[src/rtl/load_store_request_pkg.sv]
// rtl/load_store_request_pkg.sv - shared FSM encoding, funct3 widths and lane-mask helpers for the load/store path
package load_store_request_pkg;

  typedef enum logic [1:0] {
    ST_IDLE    = 2'd0,
    ST_ACCESS  = 2'd1,
    ST_RESPOND = 2'd2
  } state_e;

  localparam logic [2:0] F3_BYTE   = 3'b000;
  localparam logic [2:0] F3_HALF   = 3'b001;
  localparam logic [2:0] F3_WORD   = 3'b010;
  localparam logic [2:0] F3_BYTE_U = 3'b100;
  localparam logic [2:0] F3_HALF_U = 3'b101;

  localparam int LANE_W = 4;

  // Lane mask for an access starting at lane 0; the low two funct3 bits carry the width
  function automatic logic [LANE_W-1:0] base_mask(input logic [2:0] funct3);
    case (funct3[1:0])
      2'b00:   base_mask = 4'b0001;
      2'b01:   base_mask = 4'b0011;
      2'b10:   base_mask = 4'b1111;
      default: base_mask = 4'b0000;
    endcase
  endfunction

endpackage

[src/rtl/load_store_request_if.sv]
// rtl/load_store_request_if.sv - execute-stage request and data memory bus signals
interface load_store_request_if;

  logic        requestValid;
  logic        requestLoad;
  logic        requestStore;
  logic [2:0]  funct3;
  logic [31:0] address;
  logic [31:0] storeData;
  logic        stallPipe;
  logic        loadDataValid;
  logic [31:0] loadData;
  logic        addressMisaligned;
  logic        accessFault;
  logic        memoryEnable;
  logic        memoryWriteEnable;
  logic [31:0] memoryAddress;
  logic [3:0]  memoryByteSelect;
  logic [31:0] memoryWriteData;
  logic        memoryBusy;
  logic [31:0] memoryDataRead;

  // Request unit side: it masters the data memory bus
  modport master (
    input  requestValid, requestLoad, requestStore, funct3, address, storeData,
    input  memoryBusy, memoryDataRead,
    output stallPipe, loadDataValid, loadData, addressMisaligned, accessFault,
    output memoryEnable, memoryWriteEnable, memoryAddress, memoryByteSelect, memoryWriteData
  );

  // Pipeline and memory side
  modport slave (
    output requestValid, requestLoad, requestStore, funct3, address, storeData,
    output memoryBusy, memoryDataRead,
    input  stallPipe, loadDataValid, loadData, addressMisaligned, accessFault,
    input  memoryEnable, memoryWriteEnable, memoryAddress, memoryByteSelect, memoryWriteData
  );

endinterface

[src/rtl/load_store_request_byte_lane_align.sv]
// rtl/load_store_request_byte_lane_align.sv - byte-lane mask, store data replication and misalignment check
module load_store_request_byte_lane_align
  import load_store_request_pkg::*;
(
  input  logic [2:0]        funct3,
  input  logic [1:0]        addr_lo,
  input  logic [31:0]       store_data,
  input  logic              is_load,
  input  logic              is_store,
  output logic [LANE_W-1:0] lane_mask,
  output logic [31:0]       write_data,
  output logic              misaligned
);

  logic [6:0] mask_wide;
  logic       funct3_bad;

  // Shift the base mask into position; any lane spilling past bit 3 crosses the word
  always_comb begin
    mask_wide  = {3'b000, base_mask(funct3)} << addr_lo;
    lane_mask  = mask_wide[3:0];
    funct3_bad = (funct3 == 3'b011) || (funct3 == 3'b110) || (funct3 == 3'b111) ||
                 (is_store && funct3[2]);
    misaligned = (is_load ^ is_store) && ((|mask_wide[6:4]) || funct3_bad);
    case (funct3[1:0])
      2'b00:   write_data = {4{store_data[7:0]}};
      2'b01:   write_data = {2{store_data[15:0]}};
      default: write_data = store_data;
    endcase
  end

endmodule

[src/rtl/load_store_request.sv]
// rtl/load_store_request.sv - single-outstanding load/store request FSM on the data memory bus
module load_store_request
  import load_store_request_pkg::*;
#(
  parameter int unsigned TIMEOUT_CYCLES = 255
) (
  input logic                   clk,
  input logic                   rst,
  load_store_request_if.master  bus
);

  localparam logic [7:0] TIMEOUT_LIMIT = 8'(TIMEOUT_CYCLES);

  state_e              state_q, state_d;
  logic [29:0]         addr_q, addr_d;
  logic [LANE_W-1:0]   mask_q, mask_d;
  logic                write_q, write_d;
  logic [31:0]         wdata_q, wdata_d;
  logic [7:0]          wait_q, wait_d;
  logic                fault_q, fault_d;
  logic [31:0]         load_data_q, load_data_d;

  logic [LANE_W-1:0]   align_mask;
  logic [31:0]         align_data;
  logic                align_misaligned;
  logic                in_idle;
  logic                accept_ok;
  logic                reject;

  load_store_request_byte_lane_align u_byte_lane_align (
    .funct3     (bus.funct3),
    .addr_lo    (bus.address[1:0]),
    .store_data (bus.storeData),
    .is_load    (bus.requestValid & bus.requestLoad),
    .is_store   (bus.requestValid & bus.requestStore),
    .lane_mask  (align_mask),
    .write_data (align_data),
    .misaligned (align_misaligned)
  );

  // Classify the presented request; only IDLE looks at the request inputs
  always_comb begin
    in_idle   = (state_q == ST_IDLE);
    accept_ok = in_idle && bus.requestValid && (bus.requestLoad ^ bus.requestStore) &&
                !align_misaligned;
    reject    = in_idle && align_misaligned;
  end

  // State and access registers, cleared asynchronously
  always_ff @(posedge clk or negedge rst) begin
    if (!rst) begin
      state_q     <= ST_IDLE;
      addr_q      <= '0;
      mask_q      <= '0;
      write_q     <= 1'b0;
      wdata_q     <= '0;
      wait_q      <= '0;
      fault_q     <= 1'b0;
      load_data_q <= '0;
    end else begin
      state_q     <= state_d;
      addr_q      <= addr_d;
      mask_q      <= mask_d;
      write_q     <= write_d;
      wdata_q     <= wdata_d;
      wait_q      <= wait_d;
      fault_q     <= fault_d;
      load_data_q <= load_data_d;
    end
  end

  // Next state: completion wins over timeout when busy drops on the limit cycle
  always_comb begin
    state_d = state_q;
    case (state_q)
      ST_IDLE:    if (accept_ok) state_d = ST_ACCESS;
      ST_ACCESS:  if (!bus.memoryBusy || (wait_q == TIMEOUT_LIMIT)) state_d = ST_RESPOND;
      ST_RESPOND: state_d = ST_IDLE;
      default:    state_d = ST_IDLE;
    endcase
  end

  // Access datapath: latch the request on accept, count busy cycles, capture read data
  always_comb begin
    addr_d      = addr_q;
    mask_d      = mask_q;
    write_d     = write_q;
    wdata_d     = wdata_q;
    wait_d      = wait_q;
    fault_d     = fault_q;
    load_data_d = load_data_q;
    case (state_q)
      ST_IDLE: begin
        if (accept_ok) begin
          addr_d  = bus.address[31:2];
          mask_d  = align_mask;
          write_d = bus.requestStore;
          wdata_d = align_data;
          wait_d  = '0;
          fault_d = 1'b0;
        end
      end
      ST_ACCESS: begin
        if (!bus.memoryBusy) begin
          if (!write_q) load_data_d = bus.memoryDataRead;
        end else if (wait_q == TIMEOUT_LIMIT) begin
          fault_d = 1'b1;
        end else begin
          wait_d = wait_q + 8'd1;
        end
      end
      default: ;
    endcase
  end

  // Outputs: bus driven only in ACCESS, everything held low while reset is asserted
  always_comb begin
    bus.stallPipe         = 1'b0;
    bus.loadDataValid     = 1'b0;
    bus.loadData          = '0;
    bus.addressMisaligned = 1'b0;
    bus.accessFault       = 1'b0;
    bus.memoryEnable      = 1'b0;
    bus.memoryWriteEnable = 1'b0;
    bus.memoryAddress     = '0;
    bus.memoryByteSelect  = '0;
    bus.memoryWriteData   = '0;
    if (rst) begin
      bus.stallPipe         = accept_ok || (state_q == ST_ACCESS);
      bus.addressMisaligned = reject;
      bus.loadData          = load_data_q;
      bus.loadDataValid     = (state_q == ST_RESPOND) && !fault_q && !write_q;
      bus.accessFault       = (state_q == ST_RESPOND) && fault_q;
      if (state_q == ST_ACCESS) begin
        bus.memoryEnable      = 1'b1;
        bus.memoryWriteEnable = write_q;
        bus.memoryAddress     = {addr_q, 2'b00};
        bus.memoryByteSelect  = mask_q;
        bus.memoryWriteData   = wdata_q;
      end
    end
  end

endmodule

[src/flat_wrapper.sv]
// flat-port wrapper written by rule: the top's interface ports become plain ports
module load_store_request_flat import load_store_request_pkg::*;
#(
  parameter int unsigned TIMEOUT_CYCLES = 255
)
  (clk, rst, bus_requestValid, bus_requestLoad, bus_requestStore, bus_funct3, bus_address, bus_storeData, bus_memoryBusy, bus_memoryDataRead, bus_stallPipe, bus_loadDataValid, bus_loadData, bus_addressMisaligned, bus_accessFault, bus_memoryEnable, bus_memoryWriteEnable, bus_memoryAddress, bus_memoryByteSelect, bus_memoryWriteData);
  load_store_request_if bus_i ();
  input logic clk;
  input logic rst;
  input wire logic [$bits(bus_i.requestValid)-1:0] bus_requestValid;
  input wire logic [$bits(bus_i.requestLoad)-1:0] bus_requestLoad;
  input wire logic [$bits(bus_i.requestStore)-1:0] bus_requestStore;
  input wire logic [$bits(bus_i.funct3)-1:0] bus_funct3;
  input wire logic [$bits(bus_i.address)-1:0] bus_address;
  input wire logic [$bits(bus_i.storeData)-1:0] bus_storeData;
  input wire logic [$bits(bus_i.memoryBusy)-1:0] bus_memoryBusy;
  input wire logic [$bits(bus_i.memoryDataRead)-1:0] bus_memoryDataRead;
  output wire logic [$bits(bus_i.stallPipe)-1:0] bus_stallPipe;
  output wire logic [$bits(bus_i.loadDataValid)-1:0] bus_loadDataValid;
  output wire logic [$bits(bus_i.loadData)-1:0] bus_loadData;
  output wire logic [$bits(bus_i.addressMisaligned)-1:0] bus_addressMisaligned;
  output wire logic [$bits(bus_i.accessFault)-1:0] bus_accessFault;
  output wire logic [$bits(bus_i.memoryEnable)-1:0] bus_memoryEnable;
  output wire logic [$bits(bus_i.memoryWriteEnable)-1:0] bus_memoryWriteEnable;
  output wire logic [$bits(bus_i.memoryAddress)-1:0] bus_memoryAddress;
  output wire logic [$bits(bus_i.memoryByteSelect)-1:0] bus_memoryByteSelect;
  output wire logic [$bits(bus_i.memoryWriteData)-1:0] bus_memoryWriteData;
  assign bus_i.requestValid = bus_requestValid;
  assign bus_i.requestLoad = bus_requestLoad;
  assign bus_i.requestStore = bus_requestStore;
  assign bus_i.funct3 = bus_funct3;
  assign bus_i.address = bus_address;
  assign bus_i.storeData = bus_storeData;
  assign bus_i.memoryBusy = bus_memoryBusy;
  assign bus_i.memoryDataRead = bus_memoryDataRead;
  assign bus_stallPipe = bus_i.stallPipe;
  assign bus_loadDataValid = bus_i.loadDataValid;
  assign bus_loadData = bus_i.loadData;
  assign bus_addressMisaligned = bus_i.addressMisaligned;
  assign bus_accessFault = bus_i.accessFault;
  assign bus_memoryEnable = bus_i.memoryEnable;
  assign bus_memoryWriteEnable = bus_i.memoryWriteEnable;
  assign bus_memoryAddress = bus_i.memoryAddress;
  assign bus_memoryByteSelect = bus_i.memoryByteSelect;
  assign bus_memoryWriteData = bus_i.memoryWriteData;
  load_store_request #(.TIMEOUT_CYCLES(TIMEOUT_CYCLES)) u_core (.clk(clk), .rst(rst), .bus(bus_i));
endmodule
[config.mk]
export PLATFORM = sky130hd
export DESIGN_NAME = load_store_request_flat
export DESIGN_NICKNAME = d
export VERILOG_FILES = /design/src/rtl/load_store_request_pkg.sv /design/src/rtl/load_store_request_if.sv /design/src/rtl/load_store_request_byte_lane_align.sv /design/src/rtl/load_store_request.sv /design/src/flat_wrapper.sv
export SDC_FILE = /design/constraint.sdc
export NUM_CORES = 1
export LEC_CHECK = 0
export CORE_MARGIN = 3
export CORE_UTILIZATION = 45
export DETAILED_ROUTE_END_ITERATION = 16
export HOLD_SLACK_MARGIN = 0.1
export PLACE_DENSITY = 0.82
export SLEW_MARGIN = 10
export SYNTH_ARGS = -nofsm -noshare
export SYNTH_HDL_FRONTEND = slang
export SYNTH_SLANG_ARGS = --single-unit
[constraint.sdc]
create_clock -name clk -period 2 [get_ports clk]
set_clock_uncertainty 0.05 [all_clocks]
set_input_delay 0.3 -clock clk [delete_from_list [all_inputs] [get_ports clk]]
set_output_delay 0.3 -clock clk [all_outputs]
set_load 0.05 [all_outputs]
==> impl_metrics.env, run 1 <==
export IMPL_drt_iter0_drc=323
export IMPL_fmaxAchievable_mhz=499
export IMPL_chipHeight_um=117
export IMPL_drive_gt1_frac=0.402
export IMPL_route_detailed_drc=0
export IMPL_critical_path_class="in -> out"
export IMPL_multi_input_area_sq_um=2810
export IMPL_postRouteAntennaNets=0
export IMPL_drt_total_wl_mm=18.9
export IMPL_ctsHoldBuffers=3
export IMPL_worst_endpoint_arrival_ns=1.65
export IMPL_synth_cells=473
export IMPL_final_common_cell="buf_12"
export IMPL_start_kind="input pin"
export IMPL_placed_cell_area_sq_um=9040
export IMPL_vias=4842
export IMPL_worstSkewPairLatency_ns=0.35
export IMPL_cp_max_fo=3
export IMPL_gp_congestion=0.853
export IMPL_ys_seq_area_frac=0.496
export IMPL_overflow=0
export IMPL_dpl_hpwl_mm=12.2
export IMPL_dieArea_sq_um=13700
export IMPL_design_area_sq_um=9890
export IMPL_core_sq_um=11700
export IMPL_cts_root_buffer="clkbuf_16"
export IMPL_slew_headroom=0.371
export IMPL_seq_area_sq_um=2760
export IMPL_wl_per_cell_um=22.1
export IMPL_syn_area_per_cell_sq_um=11.7
export IMPL_syn_to_final_growth_pct=78.3
export IMPL_fillers=595
export IMPL_netlist_cell_type_count=41
export IMPL_row_count=39
export IMPL_initial_core_util=0.474
export IMPL_hp_class="in -> async"
export IMPL_grt_pass1_vias=4765
export IMPL_grt_max_degree=100
export IMPL_powerDensity_nw_per_um2=982
export IMPL_outcome="complete, but fails checks"
export IMPL_setup_viol=1
export IMPL_min_period_over_period=1.00
export IMPL_ys_ff_latch=110
export IMPL_end_kind="output port"
export IMPL_grt_first_pass_wirelength_mm=26.0
export IMPL_hold_viol_final=48
export IMPL_pre_cts_ws_ns=-0.619
export IMPL_clk_pin_slew_ns=0.07
export IMPL_dr_pass1_iters=5
export IMPL_cp_required_ns=1.65
export IMPL_gr_usage_all_layers=0.249
export IMPL_vias_per_cell=5.66
export IMPL_die_x_um=117
export IMPL_synth_edf_count=0
export IMPL_ys_warn_count=0
export IMPL_final_cell_mix="buf_12, dfrtp_1, clkdlybuf4s50_1"
export IMPL_finalSetupTns_ns=-0.00207
export IMPL_violations="negative hold slack, negative setup slack"
export IMPL_cts_max_path_buffers=2
export IMPL_cts_sinks=110
export IMPL_numPortBuffers=208
export IMPL_whs_ns=-0.0638
export IMPL_antenna_found_initial=1
export IMPL_cts_htree_levels=3
export IMPL_ys_flop_type="dfrtp_1"
export IMPL_synth_area_sq_um=5550
export IMPL_numCtsBuffers=9
export IMPL_final_core_util=0.845
export IMPL_ios=211
export IMPL_slew_viol_final=0
export IMPL_cts_tree="built"
export IMPL_power_total_uw=9710
export IMPL_vdd_ir_drop_max_uv=1080
export IMPL_p_leak_uw=0.00453
export IMPL_fin_ws_ns=-0.00207
export IMPL_fin_crit_ns=2.00
export IMPL_postSynth_asyncResetShare=1.00
export IMPL_layout_nets=817
export IMPL_max_cap_violations=0
export IMPL_grt_setup_unrepaired="true"
export IMPL_tightest_slew_ns=0.941
## path summary, 6_finish.rpt
check                           slack [ns]                           from  cells after the start                             end
worst max-delay path                -0.002                  bus_funct3[1]                      8                   bus_stallPipe
worst min-delay path                 -0.06                            rst                      2    u_core.addr_q[1]$_DFFE_PN0P_
worst max register to register        0.02  u_core.state_q[1]$_DFFE_PN0P_                      7  u_core.wdata_q[29]$_DFFE_PN0P_
worst min register to register        0.43   u_core.addr_q[5]$_DFFE_PN0P_                      1    u_core.addr_q[5]$_DFFE_PN0P_
max in group asynchronous             0.48                            rst                      3   u_core.addr_q[17]$_DFFE_PN0P_
min in group clk                      0.43   u_core.addr_q[5]$_DFFE_PN0P_                      1    u_core.addr_q[5]$_DFFE_PN0P_
## registers in the layout, indices dropped and copies added (netlist names)
signal and flops:
u_core.mask_q 4, u_core.wdata_q 32, u_core.wait_q 8, u_core.state_q 2, u_core.write_q 1, u_core.addr_q 30
u_core.load_data_q 32, u_core.fault_q 1
## area by class of cell
| type | count | area share |
|---|---|---|
| antenna | 1 | 0.000253 |
| clock buffer | 12 | 0.0259 |
| clock inverter | 4 | 0.00455 |
| inverter | 8 | 0.00329 |
| multi-input combinational | 317 | 0.284 |
| sequential | 110 | 0.278 |
| tap | 143 | 0.0181 |
| timing repair buffer | 260 | 0.386 |
## what timing repair did
item | 4_1_cts | 5_1_grt
resized for setup | 27 | 44
endpoints found under the setup margin | 139 | 130
pin swaps | 5 | 6
hold endpoints to repair | 100 | 48
cloned | 0 | 9
buffers inserted | 4 | 10
## critical path: stages
cell and delay, ns:
buf_8 0.10, buf_6 0.12, ha_4 0.18, a21oi_4 0.17, o221ai_4 0.12, buf_6 0.14, o41ai_4 0.33, buf_12 0.18
## cells in the mapped netlist, types with 6 or more instances
| cell type | instances | area (sq um) |
|---|---|---|
| nand2_1 | 26 | 97.6 |
| nor2_1 | 9 | 33.8 |
| mux2_1 | 29 | 327 |
| mux2_2 | 71 | 800 |
| a22oi_1 | 8 | 60.1 |
| dfrtp_1 | 110 | 2750 |
| mux2_4 | 7 | 105 |
| and2_1 | 34 | 213 |
| ha_1 | 6 | 75.1 |
| buf_2 | 10 | 50.1 |
| inv_1 | 8 | 30.0 |
| clkbuf_1 | 20 | 75.1 |
| a22o_1 | 7 | 61.3 |
| and3_1 | 71 | 444 |
## per-stage QoR
stage               cells  hold WS [ns]
CTS                   837       -0.0579
finish                855       -0.0638
detailed placement    814         0.268
floorplan             474       -0.0456
global route          855       -0.0415
global placement      814         0.264
## metal layers
layer	part of all wire	track usage	vias up
met1	0.38	0.300	2410
met3	0.072	0.0689	36
li1	-	-	2133
met4	0.022	0.0749	0
met2	0.53	0.437	263
met5	0	0	-
## cell families (layout without fill, tap and decap cells)
| logic type | Yosys count | after routing | share of synthesized area |
|---|---|---|---|
| adder cells (fa/ha/maj) | 6 | 6 | 0.0135 |
| other | 1 | 3 | 0.000676 |
| buffers and inverters | 47 | 284 | 0.0424 |
| flip-flops | 110 | 110 | 0.496 |
| multiplexers | 111 | 111 | 0.229 |
| AO/OA/AOI/OAI | 32 | 32 | 0.0442 |
| AND/OR/NAND/NOR | 165 | 165 | 0.172 |
| XOR/XNOR | 1 | 1 | 0.00158 |
## where the power goes
group	internal, uW	switching [uW]
sequential	3120	504
clock	1030	784
combinational	2300	1970
total	6460	3260
Power figures use the tool's default switching activity.
==> inputs of run 2 (changes only) <==
--- a/config.mk
+++ b/config.mk
@@ -8,9 +8,9 @@
 export CORE_MARGIN = 3
 export CORE_UTILIZATION = 45
 export DETAILED_ROUTE_END_ITERATION = 16
-export HOLD_SLACK_MARGIN = 0.1
 export PLACE_DENSITY = 0.82
 export SLEW_MARGIN = 10
 export SYNTH_ARGS = -nofsm -noshare
 export SYNTH_HDL_FRONTEND = slang
 export SYNTH_SLANG_ARGS = --single-unit
+export TNS_END_PERCENT = 100
==> run 2 against run 1 <==
  * The run still ends with negative hold slack, negative setup slack left
  * Clock power about the same
  * Die area did not move
  * Cell area decreased by 0.25%
  * Setup slack worse by 0.010 ns
  * Sequential power hardly changed
  * Flip-flop and latch count is the same
  * Maximum frequency is 0.51% lower
  * Non-clock buffer count shrank 1
  * Sequential share of layout area increased by 0.071 points
  * Count of clock-buffer cells in the layout unchanged
  * Largest cell class unchanged
==> impl_metrics.env, run 2 (same netlist as run 1, synthesis figures left out) <==
export IMPL_end_kind="output port"
export IMPL_path_cells="buf_2 -> buf_4 -> ha_4 -> a21oi_4 -> o221ai_4 -> buf_6 -> o41ai_4 -> buf_12"
export IMPL_slew_headroom=0.364
export IMPL_overflow=0
export IMPL_cp_required_ns=1.65
export IMPL_power_total_uw=9710
export IMPL_vias=4825
export IMPL_slowest_delay_ns=0.33
export IMPL_cts_tree="built"
export IMPL_cts_root_buffer="clkbuf_16"
export IMPL_die_x_um=117
export IMPL_route_detailed_drc=0
export IMPL_fin_crit_ns=2.01
export IMPL_hp_class="in -> async"
export IMPL_p_int_uw=6450
export IMPL_layout_nets=816
export IMPL_initial_core_util=0.474
export IMPL_grt_max_degree=100
export IMPL_vdd_ir_drop_max_uv=1080
export IMPL_drt_total_wl_mm=18.8
export IMPL_vias_per_cell=5.65
export IMPL_clk_pin_slew_ns=0.07
export IMPL_gp_congestion=0.853
export IMPL_wl_per_cell_um=22.0
export IMPL_gr_usage_all_layers=0.249
export IMPL_grt_first_pass_wirelength_mm=26.0
export IMPL_numPortBuffers=208
export IMPL_cts_htree_levels=3
export IMPL_cp_max_fo=3
export IMPL_dr_pass1_iters=7
export IMPL_power_switching_uw=3250
export IMPL_ctsHoldBuffers=2
export IMPL_core_sq_um=11700
export IMPL_whs_ns=-0.0636
export IMPL_cts_max_path_buffers=2
export IMPL_drt_iter0_drc=309
export IMPL_row_count=39
export IMPL_final_cell_mix="buf_12, dfrtp_1, clkdlybuf4s50_1"
export IMPL_worst_path_buf_inv=4
export IMPL_worst_endpoint_arrival_ns=1.66
export IMPL_drive_gt1_frac=0.399
export IMPL_crit_path_top_delay_cell="o41ai_4"
export IMPL_dieArea_sq_um=13700
export IMPL_fmaxAchievable_mhz=497
export IMPL_max_cap_violations=0
export IMPL_powerDensity_nw_per_um2=983
export IMPL_critical_path_class="in -> out"
export IMPL_grt_pass1_vias=4757
export IMPL_postRouteAntennaNets=0
export IMPL_start_kind="input pin"
export IMPL_fin_ws_ns=-0.0123
export IMPL_final_common_cell="buf_12"
export IMPL_setup_viol=2
export IMPL_outcome="complete, but fails checks"
export IMPL_violations="negative hold slack, negative setup slack"
export IMPL_worstSkewPairLatency_ns=0.35
export IMPL_reg_top3="u_core.load_data_q x32, u_core.wdata_q x32, u_core.addr_q x30"
export IMPL_hold_viol_final=48
export IMPL_pwr_share_seq=0.373
export IMPL_min_period_over_period=1.01
export IMPL_ios=211
export IMPL_slew_viol_final=0
export IMPL_grt_setup_unrepaired="true"
export IMPL_p_comb_frac=0.439
export IMPL_fillers=606
export IMPL_cts_sinks=110
export IMPL_p_clk_frac=0.188
export IMPL_numCtsBuffers=9
export IMPL_tightest_slew_ns=0.951
export IMPL_chipHeight_um=117
export IMPL_syn_to_final_growth_pct=77.9
export IMPL_dpl_hpwl_mm=12.2
export IMPL_critical_path_top_delay_family="buffers and inverters"
export IMPL_antenna_found_initial=1
export IMPL_p_leak_uw=0.00453
export IMPL_finalSetupTns_ns=-0.0152
export IMPL_switching_share=0.335
run 2: changes by cell type in the layout (fill, tap and decap cells not counted):
cell	delta
and3_4	-1
buf_4	+1
ha_1	+1
inv_1	+1
dlygate4sd3_1	-1
inv_2	-1
ha_2	-1
buf_8	-1
and3_1	+1
run 2: worst paths after layout:
kind | from | to | slack [ns] | cells after the start
hold / removal | rst | u_core.addr_q[1]$_DFFE_PN0P_ | -0.06 | 2
hold reg to reg | u_core.addr_q[11]$_DFFE_PN0P_ | u_core.addr_q[11]$_DFFE_PN0P_ | 0.43 | 1
setup reg to reg | u_core.state_q[1]$_DFFE_PN0P_ | u_core.addr_q[29]$_DFFE_PN0P_ | 0.02 | 7
min in group clk | u_core.addr_q[11]$_DFFE_PN0P_ | u_core.addr_q[11]$_DFFE_PN0P_ | 0.43 | 1
setup / recovery | bus_funct3[0] | bus_stallPipe | -0.01 | 8
max in group asynchronous | rst | u_core.addr_q[21]$_DFFE_PN0P_ | 0.47 | 3
run 2: through the flow:
step,worst slack [ns],hold slack (ns),cell area [sq um],std cells,utilization
after global routing,-0.0518,-0.0420,9870,854,0.843
after floorplan,-0.0232,-0.0456,5620,474,-
final,-0.0123,-0.0636,9870,854,0.843
after detailed placement,-0.619,0.268,9040,814,0.772
after global placement,-0.515,0.264,9040,814,0.772
after CTS,-0.0110,-0.0579,9440,836,0.806
run 2: power by group through the flow:
stage / clock [uW] / combinational, uW / sequential [uW]
4_1_cts: 1850 / 4010 / 3580
6_report: 1820 / 4260 / 3620
2_1_floorplan: 0 / 2200 / 3420
3_3_place_gp: 0 / 3830 / 3530
5_1_grt: 1940 / 4450 / 3720
3_5_place_dp: 0 / 3960 / 3610
run 2: timing repair:
action,in CTS,in global routing
hold endpoints to repair,100,48
gates cloned,0,9
buffers inserted,4,10
resized for setup,27,39
pin swaps,5,5
setup endpoints to repair,139,131
run 2: layout make-up:
cell class,instances,area (sq um),area share
Timing Repair Buffer,259,3800,0.385
Multi-Input combinational cell,317,2800,0.284
Sequential cell,110,2760,0.279
Clock buffer,12,256,0.0260
Tap cell,143,179,0.0181
Clock inverter,4,45.0,0.00456
Inverter,8,32.5,0.00330
Antenna cell,1,2.50,0.000254
run 2: worst reg2reg max path: stages (launching register included):
cell,delay (ns)
dfrtp_2,0.44
nand3b_1,0.21
buf_4,0.18
nor3_4,0.22
buf_12,0.14
buf_12,0.14
clkbuf_16,0.19
mux2_4,0.31
run 2: per-layer routing:
layer	up-vias	global-route usage	wire length, um
met2	245	0.433	9910
met3	43	0.0679	1360
met5	-	0	0
li1	2126	-	-
met4	0	0.0795	467
met1	2411	0.300	7100
==> inputs of run 3 (changes only) <==
--- a/config.mk
+++ b/config.mk
@@ -5,6 +5,7 @@
 export SDC_FILE = /design/constraint.sdc
 export NUM_CORES = 1
 export LEC_CHECK = 0
+export CAP_MARGIN = 20
 export CORE_MARGIN = 3
 export CORE_UTILIZATION = 45
 export DETAILED_ROUTE_END_ITERATION = 16
==> results of run 3 <==
Same layout as run 2: the final DEF is identical, and so are final timing and power.
